--- config.mk ---
export PLATFORM = sky130hd
export DESIGN_NAME = fpq_round_ctrl
export DESIGN_NICKNAME = d
export VERILOG_FILES = /design/src/rtl/fpq_round_ctrl.sv
export SDC_FILE = /design/constraint.sdc
export NUM_CORES = 1
export LEC_CHECK = 0
export ABC_AREA = 1
export CAP_MARGIN = 20
export CORE_UTILIZATION = 57
export DETAILED_ROUTE_END_ITERATION = 10
export PLACE_DENSITY = 0.8
export SLEW_MARGIN = 20
export SYNTH_ARGS = -nofsm -noshare
export SYNTH_HDL_FRONTEND = slang
export SYNTH_SLANG_ARGS = --single-unit
--- constraint.sdc ---
create_clock -name clk -period 2.1 [get_ports clk]
set_clock_uncertainty 0.15 [all_clocks]
set_input_delay 0.42 -clock clk [delete_from_list [all_inputs] [get_ports clk]]
set_output_delay 0.42 -clock clk [all_outputs]
set_load 0.01 [all_outputs]
--- src/rtl/fpq_round_ctrl.sv ---
// Round controller and first-press arbiter for the quiz buzzer.
// Sequences a round through a grab window and an answer window, latches
// the first contestant key (lowest index on a tie) and flags presses made
// before the round is opened as fouls. All outputs are registered.

// Single-key slice of the tie-break chain: a key wins only if it is pressed
// and no lower-index key is pressed in the same cycle.
module fpq_key_lane (
    input  logic pressed,
    input  logic blocked_in,
    output logic win,
    output logic blocked_out
);
    assign win         = pressed & ~blocked_in;
    assign blocked_out = blocked_in | pressed;
endmodule

module fpq_round_ctrl #(
    parameter logic [23:0] TICK_DIV  = 24'd12000000,
    parameter logic [7:0]  GRAB_TIME = 8'd10,
    parameter logic [7:0]  ANS_TIME  = 8'd30
) (
    input  logic       clk,
    input  logic       rst,
    input  logic       host_start_n,
    input  logic       host_clear_n,
    input  logic [3:0] key_pulse_n,
    output logic [2:0] state,
    output logic [1:0] active,
    output logic [3:0] channel,
    output logic [7:0] count,
    output logic       buzz,
    output logic       timeout
);
    localparam int NUM_KEYS = 4;

    typedef enum logic [2:0] {
        S_IDLE   = 3'd0,
        S_ARMED  = 3'd1,
        S_ANSWER = 3'd2,
        S_DONE   = 3'd3,
        S_FOUL   = 3'd4
    } state_t;

    localparam logic [1:0] ACT_NONE  = 2'b00;
    localparam logic [1:0] ACT_GRAB  = 2'b01;
    localparam logic [1:0] ACT_FOUL  = 2'b10;

    // Decoded, active-high view of one cycle's host and contestant inputs.
    typedef struct packed {
        logic                clear;
        logic                start;
        logic                press;
        logic [NUM_KEYS-1:0] win;
    } req_t;

    state_t              state_q;
    logic [23:0]         tick_cnt;
    logic                tick_exp;
    logic [NUM_KEYS-1:0] pressed;
    logic [NUM_KEYS-1:0] win_oh;
    logic [NUM_KEYS:0]   blocked;
    req_t                req;

    assign pressed    = ~key_pulse_n;
    assign blocked[0] = 1'b0;

    // Ripple tie-break: bit 0 has highest priority, so the result is one-hot
    // or zero by construction.
    genvar gi;
    generate
        for (gi = 0; gi < NUM_KEYS; gi++) begin : g_lane
            fpq_key_lane u_lane (
                .pressed     (pressed[gi]),
                .blocked_in  (blocked[gi]),
                .win         (win_oh[gi]),
                .blocked_out (blocked[gi+1])
            );
        end
    endgenerate

    assign req.clear = ~host_clear_n;
    assign req.start = ~host_start_n;
    assign req.press = blocked[NUM_KEYS];
    assign req.win   = win_oh;

    // The divider only advances inside the two timed windows; in other states
    // it sits at zero because every state entry clears it.
    assign tick_exp = ((state_q == S_ARMED) || (state_q == S_ANSWER)) &&
                      (tick_cnt == TICK_DIV - 24'd1);

    assign state = state_q;

    // Round FSM with registered outputs; priority is clear, press, start, tick.
    always_ff @(posedge clk) begin
        if (rst) begin
            state_q  <= S_IDLE;
            active   <= ACT_NONE;
            channel  <= '0;
            count    <= '0;
            buzz     <= 1'b0;
            timeout  <= 1'b0;
            tick_cnt <= '0;
        end else begin
            buzz <= 1'b0;
            if (req.clear) begin
                state_q  <= S_IDLE;
                active   <= ACT_NONE;
                channel  <= '0;
                count    <= '0;
                timeout  <= 1'b0;
                tick_cnt <= '0;
            end else begin
                unique case (state_q)
                    S_IDLE: begin
                        if (req.press) begin
                            // Pressing before the round opens is a foul, even
                            // when start arrives in the same cycle.
                            state_q  <= S_FOUL;
                            active   <= ACT_FOUL;
                            channel  <= req.win;
                            buzz     <= 1'b1;
                            tick_cnt <= '0;
                        end else if (req.start) begin
                            state_q  <= S_ARMED;
                            active   <= ACT_NONE;
                            channel  <= '0;
                            count    <= GRAB_TIME;
                            timeout  <= 1'b0;
                            tick_cnt <= '0;
                        end
                    end
                    S_ARMED: begin
                        if (req.press) begin
                            // A press on the final tick still wins the grab.
                            state_q  <= S_ANSWER;
                            active   <= ACT_GRAB;
                            channel  <= req.win;
                            count    <= ANS_TIME;
                            buzz     <= 1'b1;
                            tick_cnt <= '0;
                        end else if (tick_exp) begin
                            tick_cnt <= '0;
                            if (count <= 8'd1) begin
                                state_q <= S_DONE;
                                count   <= '0;
                                timeout <= 1'b1;
                                channel <= '0;
                            end else begin
                                count <= count - 8'd1;
                            end
                        end else begin
                            tick_cnt <= tick_cnt + 24'd1;
                        end
                    end
                    S_ANSWER: begin
                        // Keys and start are ignored; winner stays latched.
                        if (tick_exp) begin
                            tick_cnt <= '0;
                            if (count <= 8'd1) begin
                                state_q <= S_DONE;
                                count   <= '0;
                                timeout <= 1'b1;
                            end else begin
                                count <= count - 8'd1;
                            end
                        end else begin
                            tick_cnt <= tick_cnt + 24'd1;
                        end
                    end
                    S_DONE, S_FOUL: begin
                        // Terminal until clear or rst.
                    end
                    default: begin
                        state_q  <= S_IDLE;
                        active   <= ACT_NONE;
                        channel  <= '0;
                        count    <= '0;
                        timeout  <= 1'b0;
                        tick_cnt <= '0;
                    end
                endcase
            end
        end
    end

    // Structural invariants of the arbiter outputs.
    a_buzz_single: assert property (@(posedge clk) disable iff (rst) buzz |=> !buzz);
    a_chan_onehot: assert property (@(posedge clk) $onehot0(channel));
    a_win_onehot:  assert property (@(posedge clk) $onehot0(win_oh));

endmodule

==> results of run 1 <==
==> cells in the final DEF (no fill, tap or decap), types with 4 or more instances in the layout <==
cell type / n
a21oi_1: 17
buf_4: 23
clkbuf_8: 5
clkdlybuf4s50_1: 26
dfxtp_1: 42
inv_1: 50
nand2_1: 109
nand3_1: 35
nand4_1: 16
nor2_1: 58
nor2_2: 8
nor3_1: 11
o21ai_0: 9
or2_2: 4
xor2_1: 9
==> cells by family (layout without fill, tap and decap cells) <==
family | Yosys count | count (layout) | share of synthesized area [%]
and+or+nand+nor | 258 | 258 | 46.8
buffers and inverters | 58 | 111 | 9.20
DFF | 43 | 43 | 33.0
AOI/OAI and AO/OA | 30 | 30 | 6.18
xor gates and xnor gates | 10 | 10 | 3.36
adders and majority gates | 3 | 3 | 1.44
==> final timing paths <==
kind,from,endpoint,slack (ps),cells after the start
worst max register to register,count[0],count[1],130,9
worst max-delay path,state[1],state[1],50,2
worst min-delay path,timeout,timeout,310,2
worst min register to register,timeout,timeout,310,2
==> metal layers <==
metal  track usage, %  part of all wire (%)
met5                0                     0
met4             15.1                   3.3
met3             4.94                   5.6
met2             49.3                    49
met1             33.2                    42
==> critical path, stage by stage, from the launching register on <==
cell and delay, ps:
dfxtp_1 450, buf_4 200, clkdlybuf4s50_1 540
==> state kept, by name, summed over array words and instances, names as in the netlist <==
register,cells
tick_cnt,24
count,8
channel,4
state,3
active,2
buzz,1
timeout,1
==> power breakdown <==
part	total (uW)	switching [uW]	internal (uW)
Combinational	212	116	95.4
Sequential	833	7.92	825
Clock	778	304	474
Total	1820	428	1390
==> layout make-up <==
class	instances	area, um^2
Multi-Input combinational cell	301	1520
Fill cell	367	1150
Sequential cell	43	862
Timing Repair Buffer	50	453
Inverter	53	199
Clock buffer	5	68.8
Clock inverter	3	67.6
Tap cell	52	65.1
==> per-stage QoR <==
step	std cells	area (um^2)	setup slack (ps)
after floorplan	402	2610	187
after global placement	498	3080	-58.0
after detailed placement	498	3080	-106
after CTS	506	3220	43.1
after global routing	507	3230	2.99
final	507	3230	47.0
==> what timing repair did <==
item,in CTS,in global routing
endpoints found under the hold margin,0,0
gates resized for setup,0,5
buffers inserted,0,1
hold buffers,0,0
endpoints found under the setup margin,0,33
==> results.sh, run 1 <==
export IMPL_cts_made_buffers=5
export IMPL_fmax_ghz=0.487
export IMPL_synth_fp_nets=413
export IMPL_synthArstFlopShare_pct=0
export IMPL_yosysMostFrequentCell="nand2_1"
export IMPL_rsz0062_at_grt="no"
export IMPL_irDropWorstVdd_mv=0.486
export IMPL_path_max_fanout=6
export IMPL_p_leak_uw=0.00144
export IMPL_synth_seq_cells=43
export IMPL_drt_total_wl_um=6510
export IMPL_ys_top_cells_by_area="dfxtp_1 (33%), nand2_1 (16%), nor2_1 (8.8%)"
export IMPL_diodes=0
export IMPL_yosysTopAreaCell="dfxtp_1"
export IMPL_dieArea_um2=4850
export IMPL_fin_crit_sh_pct=97.8
export IMPL_syn_area_um2=2610
export IMPL_viasPerCell=5.43
export IMPL_ys_top_cells_by_count="nand2_1 (109), nor2_1 (61), inv_1 (51)"
export IMPL_clock_latency_ps=300
export IMPL_synth_top_area_share_pct=33.0
export IMPL_avgSynthCellArea_um2=6.49
export IMPL_drc=0
export IMPL_finalHoldViolCount=0
export IMPL_whs_ps=314
export IMPL_drv_cap=0
export IMPL_nets=465
export IMPL_firstDrtPassIters=4
export IMPL_antenna_found_initial=0
export IMPL_gp_congestion=1.02
export IMPL_drive_gt1_share_pct=14.1
export IMPL_rows=24
export IMPL_ys_flop_type="dfxtp_1"
export IMPL_die_h_um=69.7
export IMPL_port_buffers=26
export IMPL_arrival_ps=1480
export IMPL_hold_class="reg2reg"
export IMPL_synthCells=402
export IMPL_powerDensity_nw_per_um2=564
export IMPL_netlist_cell_type_count=31
export IMPL_clock_sinks=43
export IMPL_grt_pass1_vias=2661
export IMPL_grt_remaining_overflow=0
export IMPL_cts_tree="yes"
export IMPL_yosys_warnings=0
export IMPL_start_kind="flip-flop"
export IMPL_clk_pin_slew_ps=80
export IMPL_h_tree_depth=2
export IMPL_min_period_ps=2050
export IMPL_core_area_um2=4380
export IMPL_area_delta_synth_final_pct=23.8
export IMPL_grt_pass1_wl_um=11300
export IMPL_drv_slew=0
export IMPL_first_iter_violations=167
export IMPL_clockRootBuffer="clkbuf_8"
export IMPL_start_util_pct=59.5
export IMPL_critPathKind="reg2out"
export IMPL_power_uw=1820
export IMPL_max_slew_margin_pct=70.3
export IMPL_grt_start_max_net_pins=15
export IMPL_cts_buffer_depth=2
export IMPL_yosysSeqAreaShare_pct=33.0
export IMPL_status="finished clean"
export IMPL_worst_pin_slew_ps=444
export IMPL_tns_ps=0
export IMPL_post_drt_wl_per_cell_um=12.8
export IMPL_drtAntennaViolNets=0
export IMPL_ios=27
export IMPL_synth_edf_count=0
export IMPL_vias=2753
export IMPL_grt_util_all_layers_pct=28.4
export IMPL_fin_util_pct=73.7
export IMPL_finalSetupViolations=0
export IMPL_worstPathRequired_ps=1530
export IMPL_post_dp_hpwl_um=4910
export IMPL_end_kind="output port"
export IMPL_fp_dieW_um=69.7
Power figures use the tool's default switching activity.
==> inputs of run 2 (changes only) <==
Settings changed: CORE_ASPECT_RATIO set to 1.2.
==> run 2 against run 1 <==
  * Largest power group unchanged
  * Sequential power about the same
  * Non-clock buffer count is 4 higher
  * Critical path type is now in2reg
  * Sequential cell count unchanged
  * Wire length is 1.3% lower
  * Final area down 0.77%
  * Cell count is 1.6% higher
  * Clock power down 33%
  * Critical path depth up 7
  * Global-route usage decreased by 0.21 points
==> results.sh, run 2 (synthesis gave the netlist of run 1 again) <==
export IMPL_status="finished clean"
export IMPL_cp_depth=9
export IMPL_p_leak_uw=0.00143
export IMPL_clockRootBuffer="clkbuf_8"
export IMPL_mostFrequentLayoutCell="nand2_1"
export IMPL_firstDrtPassIters=4
export IMPL_drive_gt1_share_pct=15.3
export IMPL_grtUsageMet3_pct=4.94
export IMPL_max_slew_margin_pct=77.2
export IMPL_powerDensity_nw_per_um2=488
export IMPL_r2r_cells=9
export IMPL_power_internal_uw=1150
export IMPL_nets=469
export IMPL_die_h_um=76.1
export IMPL_finalSetupViolations=0
export IMPL_gp_congestion=0.940
export IMPL_grt_remaining_overflow=0
export IMPL_vias=2749
export IMPL_p_seq_share_pct=53.4
export IMPL_min_to="timeout"
export IMPL_antenna_found_initial=0
export IMPL_area_delta_synth_final_pct=22.9
export IMPL_post_drt_wl_per_cell_um=12.5
export IMPL_grt_pass1_vias=2520
export IMPL_share_comb_of_total_power_pct=13.2
export IMPL_cp_common_cell="nand3_1"
export IMPL_cts_tree="yes"
export IMPL_r2r_end="count[1]"
export IMPL_busiest_layer="met2"
export IMPL_post_dp_hpwl_um=5030
export IMPL_swShare_pct=26.4
export IMPL_r2r_start="count[0]"
export IMPL_port_buffers=26
export IMPL_fmax_ghz=0.498
export IMPL_core_area_um2=4330
export IMPL_critPathKind="in2reg"
export IMPL_hold_depth=2
export IMPL_drt_total_wl_um=6420
export IMPL_dp_slack_ps=-185
export IMPL_min_period_ps=2010
export IMPL_rrSetupSlack_ps=150
export IMPL_diodes=0
export IMPL_reg_largest_list="tick_cnt (24), count (8), channel (4)"
export IMPL_arrival_ps=2100
export IMPL_start_kind="input pin"
export IMPL_largest_reg_flops=24
export IMPL_worstHoldStart="timeout"
export IMPL_final_area_um2=3210
export IMPL_drv_slew=0
export IMPL_place_area_um2=3110
export IMPL_fin_crit_sh_pct=95.6
export IMPL_cp_slowest_cell="clkdlybuf4s50_1"
export IMPL_end_kind="flip-flop"
export IMPL_crit_buf_inv=1
export IMPL_slowest_delay_ps=530
export IMPL_share_clk_of_total_power_pct=33.4
export IMPL_final_cell_mix="nand2_1 (108), nor2_1 (59), inv_1 (50), dfxtp_1 (39), nand3_1 (35)"
export IMPL_worst_pin_slew_ps=341
export IMPL_crit_chain="clkdlybuf4s50_1 -> nand3_1 -> nor2_4 -> nand2_1 -> nand2_2 -> nor2_2 -> nand4_1 -> nand3_1 -> a21oi_1"
export IMPL_fin_util_pct=74.1
export IMPL_rsz0062_at_grt="no"
export IMPL_registers_top_by_ff_count="tick_cnt"
export IMPL_grtUsageMet2_pct=50.1
export IMPL_use_met1_pct=32.3
export IMPL_hold_class="reg2reg"
export IMPL_setup_slack_ps=93.0
export IMPL_fin_cells=515
export IMPL_fillCellCount=365
export IMPL_fp_dieW_um=63.8
export IMPL_irDropWorstVdd_mv=0.449
export IMPL_first_iter_violations=121
export IMPL_h_tree_depth=2
export IMPL_post_cts_buffers=0
export IMPL_grt_util_all_layers_pct=28.2
export IMPL_viasPerCell=5.34
export IMPL_drc=0
export IMPL_ios=27
export IMPL_clock_latency_ps=300
export IMPL_start_util_pct=60.3
export IMPL_drv_cap=0
export IMPL_cts_buffer_depth=2
export IMPL_path_max_fanout=7
export IMPL_cts_made_buffers=5
export IMPL_grt_pass1_wl_um=10800
export IMPL_grt_start_max_net_pins=14
export IMPL_rows=26
export IMPL_dieArea_um2=4850
export IMPL_worstPathRequired_ps=2190
export IMPL_drtAntennaViolNets=0
export IMPL_cp_top_family="simple AND/OR/NAND/NOR gates"
export IMPL_clock_sinks=43
export IMPL_power_switching_uw=413
export IMPL_post_place_cells=507
export IMPL_clk_pin_slew_ps=90
export IMPL_finalHoldViolCount=0
==> run 2: cell count changes in the layout (fill, tap and decap cells not counted), sizes merged <==
cell,change
buf,+4
bufinv,-2
clkinv,+1
clkbuf,+1
==> run 2: worst min-delay path, delay by kind of cell (launching register included) <==
kind            cells  cell delay, ps
compound gates      1              50
flops               1             320
buf+inv             1              50
==> run 2: power by group through the flow <==
stage	Clock (uW)	Combinational [uW]	Sequential [uW]
after floorplan	0	108	856
after CTS	531	204	833
after global placement	0	199	852
after detailed placement	0	202	853
final	522	207	834
after global routing	564	225	836
==> run 2: through the flow <==
stage	setup TNS, ps	hold slack (ps)	power (uW)
after floorplan	0	316	965
after global placement	-1370	288	1050
after detailed placement	-2700	295	1060
after CTS	0	308	1570
after global routing	0	342	1620
final	0	307	1560
==> run 2: final cells by class <==
| class | instances | area, um^2 | area share, % |
|---|---|---|---|
| sequential | 43 | 866 | 27.0 |
| inverter | 53 | 199 | 6.20 |
| tap | 56 | 70.1 | 2.18 |
| timing repair buffer | 54 | 470 | 14.7 |
| clock inverter | 2 | 12.5 | 0.390 |
| clock buffer | 6 | 72.6 | 2.26 |
| multi-input combinational | 301 | 1520 | 47.3 |
==> run 2: worst max path at each step <==
stage	start	end	slack (ps)
after floorplan	count[0]	count[1]	190
after global placement	key_pulse_n[1]	channel[2]	-140
after detailed placement	key_pulse_n[1]	channel[1]	-190
after CTS	count[0]	count[1]	30
after global routing	key_pulse_n[1]	channel[1]	2
final	key_pulse_n[1]	channel[1]	90
==> run 2: timing repair <==
action | in CTS | in global routing
setup endpoints to repair | 0 | 22
resized for setup | 0 | 9
hold buffers | 0 | 0
==> run 2: per-layer routing <==
metal	wire (um)	vias to the layer above	part of all wire, %
met5	0	-	0
met4	173	0	2.7
met3	333	17	5.2
met2	3280	93	51
met1	2630	1249	41
li1	-	1390	-
==> inputs of run 3 (changes only) <==
Settings changed: CORE_UTILIZATION 57 to 40, PLACE_DENSITY 0.8 to unset.
==> run 3 against run 2 <==
  * Sequential share of layout area fell by 0.50 points
  * First-iteration DRC count fell by 22%
  * Non-clock buffer count down 2
  * Critical path depth fell by 8
  * Cell count is 4.7% higher
  * Largest cell class unchanged
  * Hold slack worse by 3.7 ps
  * Largest power group unchanged
  * Critical endpoint is now state[0]
  * Core utilization is 21 points lower
  * Power shrank 0.39%
  * Die area up 41%
==> results.sh, run 3 (synthesis gave the netlist of run 1 again) <==
export IMPL_drv_cap=0
export IMPL_mostFrequentLayoutCell="nand2_1"
export IMPL_vias=2594
export IMPL_worstPathRequired_ps=1530
export IMPL_cp_endpoint="state[0]"
export IMPL_r2r_start="count[0]"
export IMPL_rrSetupSlack_ps=140
export IMPL_clk_pin_slew_ps=80
export IMPL_crit_buf_inv=1
export IMPL_start_util_pct=42.3
export IMPL_ctsHoldBuffers=0
export IMPL_slowest_delay_ps=600
export IMPL_first_iter_violations=94
export IMPL_status="finished clean"
export IMPL_drc=0
export IMPL_dp_slack_ps=-146
export IMPL_end_kind="output port"
export IMPL_worst_pin_slew_ps=340
export IMPL_registers_top_by_ff_count="tick_cnt"
export IMPL_irDropWorstVdd_mv=0.263
export IMPL_antenna_found_initial=0
export IMPL_powerDensity_nw_per_um2=478
export IMPL_gp_congestion=0.946
export IMPL_rows=31
export IMPL_post_drt_wl_per_cell_um=11.9
export IMPL_dieArea_um2=6850
export IMPL_fillCellCount=640
export IMPL_power_internal_uw=1150
export IMPL_clock_latency_ps=300
export IMPL_nets=467
export IMPL_drt_total_wl_um=6420
export IMPL_start_kind="flip-flop"
export IMPL_finalHoldViolCount=0
export IMPL_max_slew_margin_pct=77.3
export IMPL_power_switching_uw=402
export IMPL_grt_remaining_overflow=0
export IMPL_cts_tree="yes"
export IMPL_arrival_ps=1400
export IMPL_diodes=0
export IMPL_finalSetupViolations=0
export IMPL_r2r_cells=9
export IMPL_drive_gt1_share_pct=14.2
export IMPL_swShare_pct=25.8
export IMPL_power_uw=1560
export IMPL_cts_made_buffers=5
export IMPL_clock_sinks=43
export IMPL_grt_util_all_layers_pct=20.6
export IMPL_cts_buffer_depth=2
export IMPL_p_seq_share_pct=53.6
export IMPL_share_comb_of_total_power_pct=13.3
export IMPL_area_delta_synth_final_pct=24.8
export IMPL_r2r_end="count[1]"
export IMPL_reg_largest_list="tick_cnt (24), count (8), channel (4)"
export IMPL_h_tree_depth=2
export IMPL_hold_class="reg2reg"
export IMPL_fin_crit_sh_pct=93.9
export IMPL_clockRootBuffer="clkbuf_8"
export IMPL_fp_dieW_um=75.7
export IMPL_port_buffers=26
export IMPL_post_dp_hpwl_um=5060
export IMPL_grt_pass1_vias=2428
export IMPL_fin_cells=539
export IMPL_core_area_um2=6170
export IMPL_final_cell_mix="nand2_1 (109), nor2_1 (59), inv_1 (50), dfxtp_1 (41), nand3_1 (34)"
export IMPL_drv_slew=0
export IMPL_cp_top_family="buffers and inverters"
export IMPL_grt_pass1_wl_um=11000
export IMPL_fmax_ghz=0.507
export IMPL_largest_reg_flops=24
export IMPL_cp_startpoint="state[0]"
export IMPL_min_period_ps=1970
export IMPL_path_max_fanout=7
export IMPL_ios=27
export IMPL_crit_chain="clkdlybuf4s50_1"
export IMPL_grt_start_max_net_pins=13
export IMPL_critPathKind="reg2out"
export IMPL_setup_slack_ps=129
export IMPL_p_leak_uw=0.00143
export IMPL_rsz0062_at_grt="no"
export IMPL_die_h_um=90.5
export IMPL_cp_slowest_cell="clkdlybuf4s50_1"
export IMPL_viasPerCell=4.81
export IMPL_share_clk_of_total_power_pct=33.1
export IMPL_post_place_cells=531
export IMPL_drtAntennaViolNets=0
export IMPL_cp_depth=1
export IMPL_firstDrtPassIters=4
## run 3: cell count changes in the layout (fill, tap and decap cells not counted)
| cell | change |
|---|---|
| nand3_1 | -1 |
| nand2_2 | -1 |
| buf_12 | +3 |
| buf_4 | -5 |
| clkinvlp_4 | -1 |
| nand2_1 | +1 |
| nand3_2 | +1 |
| dfxtp_1 | +2 |
| dfxtp_2 | -2 |
| clkbuf_1 | +1 |
## run 3: per-stage QoR
stage	hold slack [ps]	instance area [um^2]	utilization (%)	TNS, ps
finish	303	3260	52.8	0
global route	327	3260	52.8	0
CTS	305	3250	52.6	0
detailed placement	292	3160	51.3	-1790
global placement	290	3160	51.3	-1320
floorplan	316	2610	-	0
## run 3: timing repair
item	4_1_cts	5_1_grt
buffers inserted	0	0
setup endpoints to repair	0	25
resized for setup	0	7
## run 3: worst min path at each step
stage                      from          end  slack (ps)  cells past startpoint
floorplan           tick_cnt[0]  tick_cnt[0]         320                      2
global route          active[0]    active[0]         330                      2
finish                  timeout      timeout         300                      2
global placement        timeout      timeout         290                      2
CTS                     timeout      timeout         310                      2
detailed placement      timeout      timeout         290                      2
## run 3: tightest hold or removal path, cell delays in order (launching register included)
cell and delay [ps]:
dfxtp_1 320, inv_1 50, a21oi_1 50
## run 3: layout make-up
class / count / area [um^2] / share of cell area (%)
clock buffer: 7 / 76.3 / 2.34
clock inverter: 1 / 5.00 / 0.154
inverter: 53 / 199 / 6.11
multi-input combinational: 301 / 1520 / 46.6
sequential: 43 / 863 / 26.5
tap: 82 / 103 / 3.15
timing repair buffer: 52 / 493 / 15.1
## run 3: routing by layer
metal  wire [um]  vias up  GRT usage, %
li1            -     1393             -
met1        2920     1146          25.3
met2        3210       41          34.7
met3         162       14          3.57
met4         121        0          7.41
met5           0        -             0
## run 3: power by group through the flow
stage | Sequential (uW) | Combinational [uW] | Clock (uW)
2_1_floorplan | 856 | 108 | 0
3_3_place_gp | 854 | 206 | 0
3_5_place_dp | 854 | 207 | 0
4_1_cts | 835 | 208 | 536
5_1_grt | 837 | 231 | 572
6_report | 835 | 207 | 516
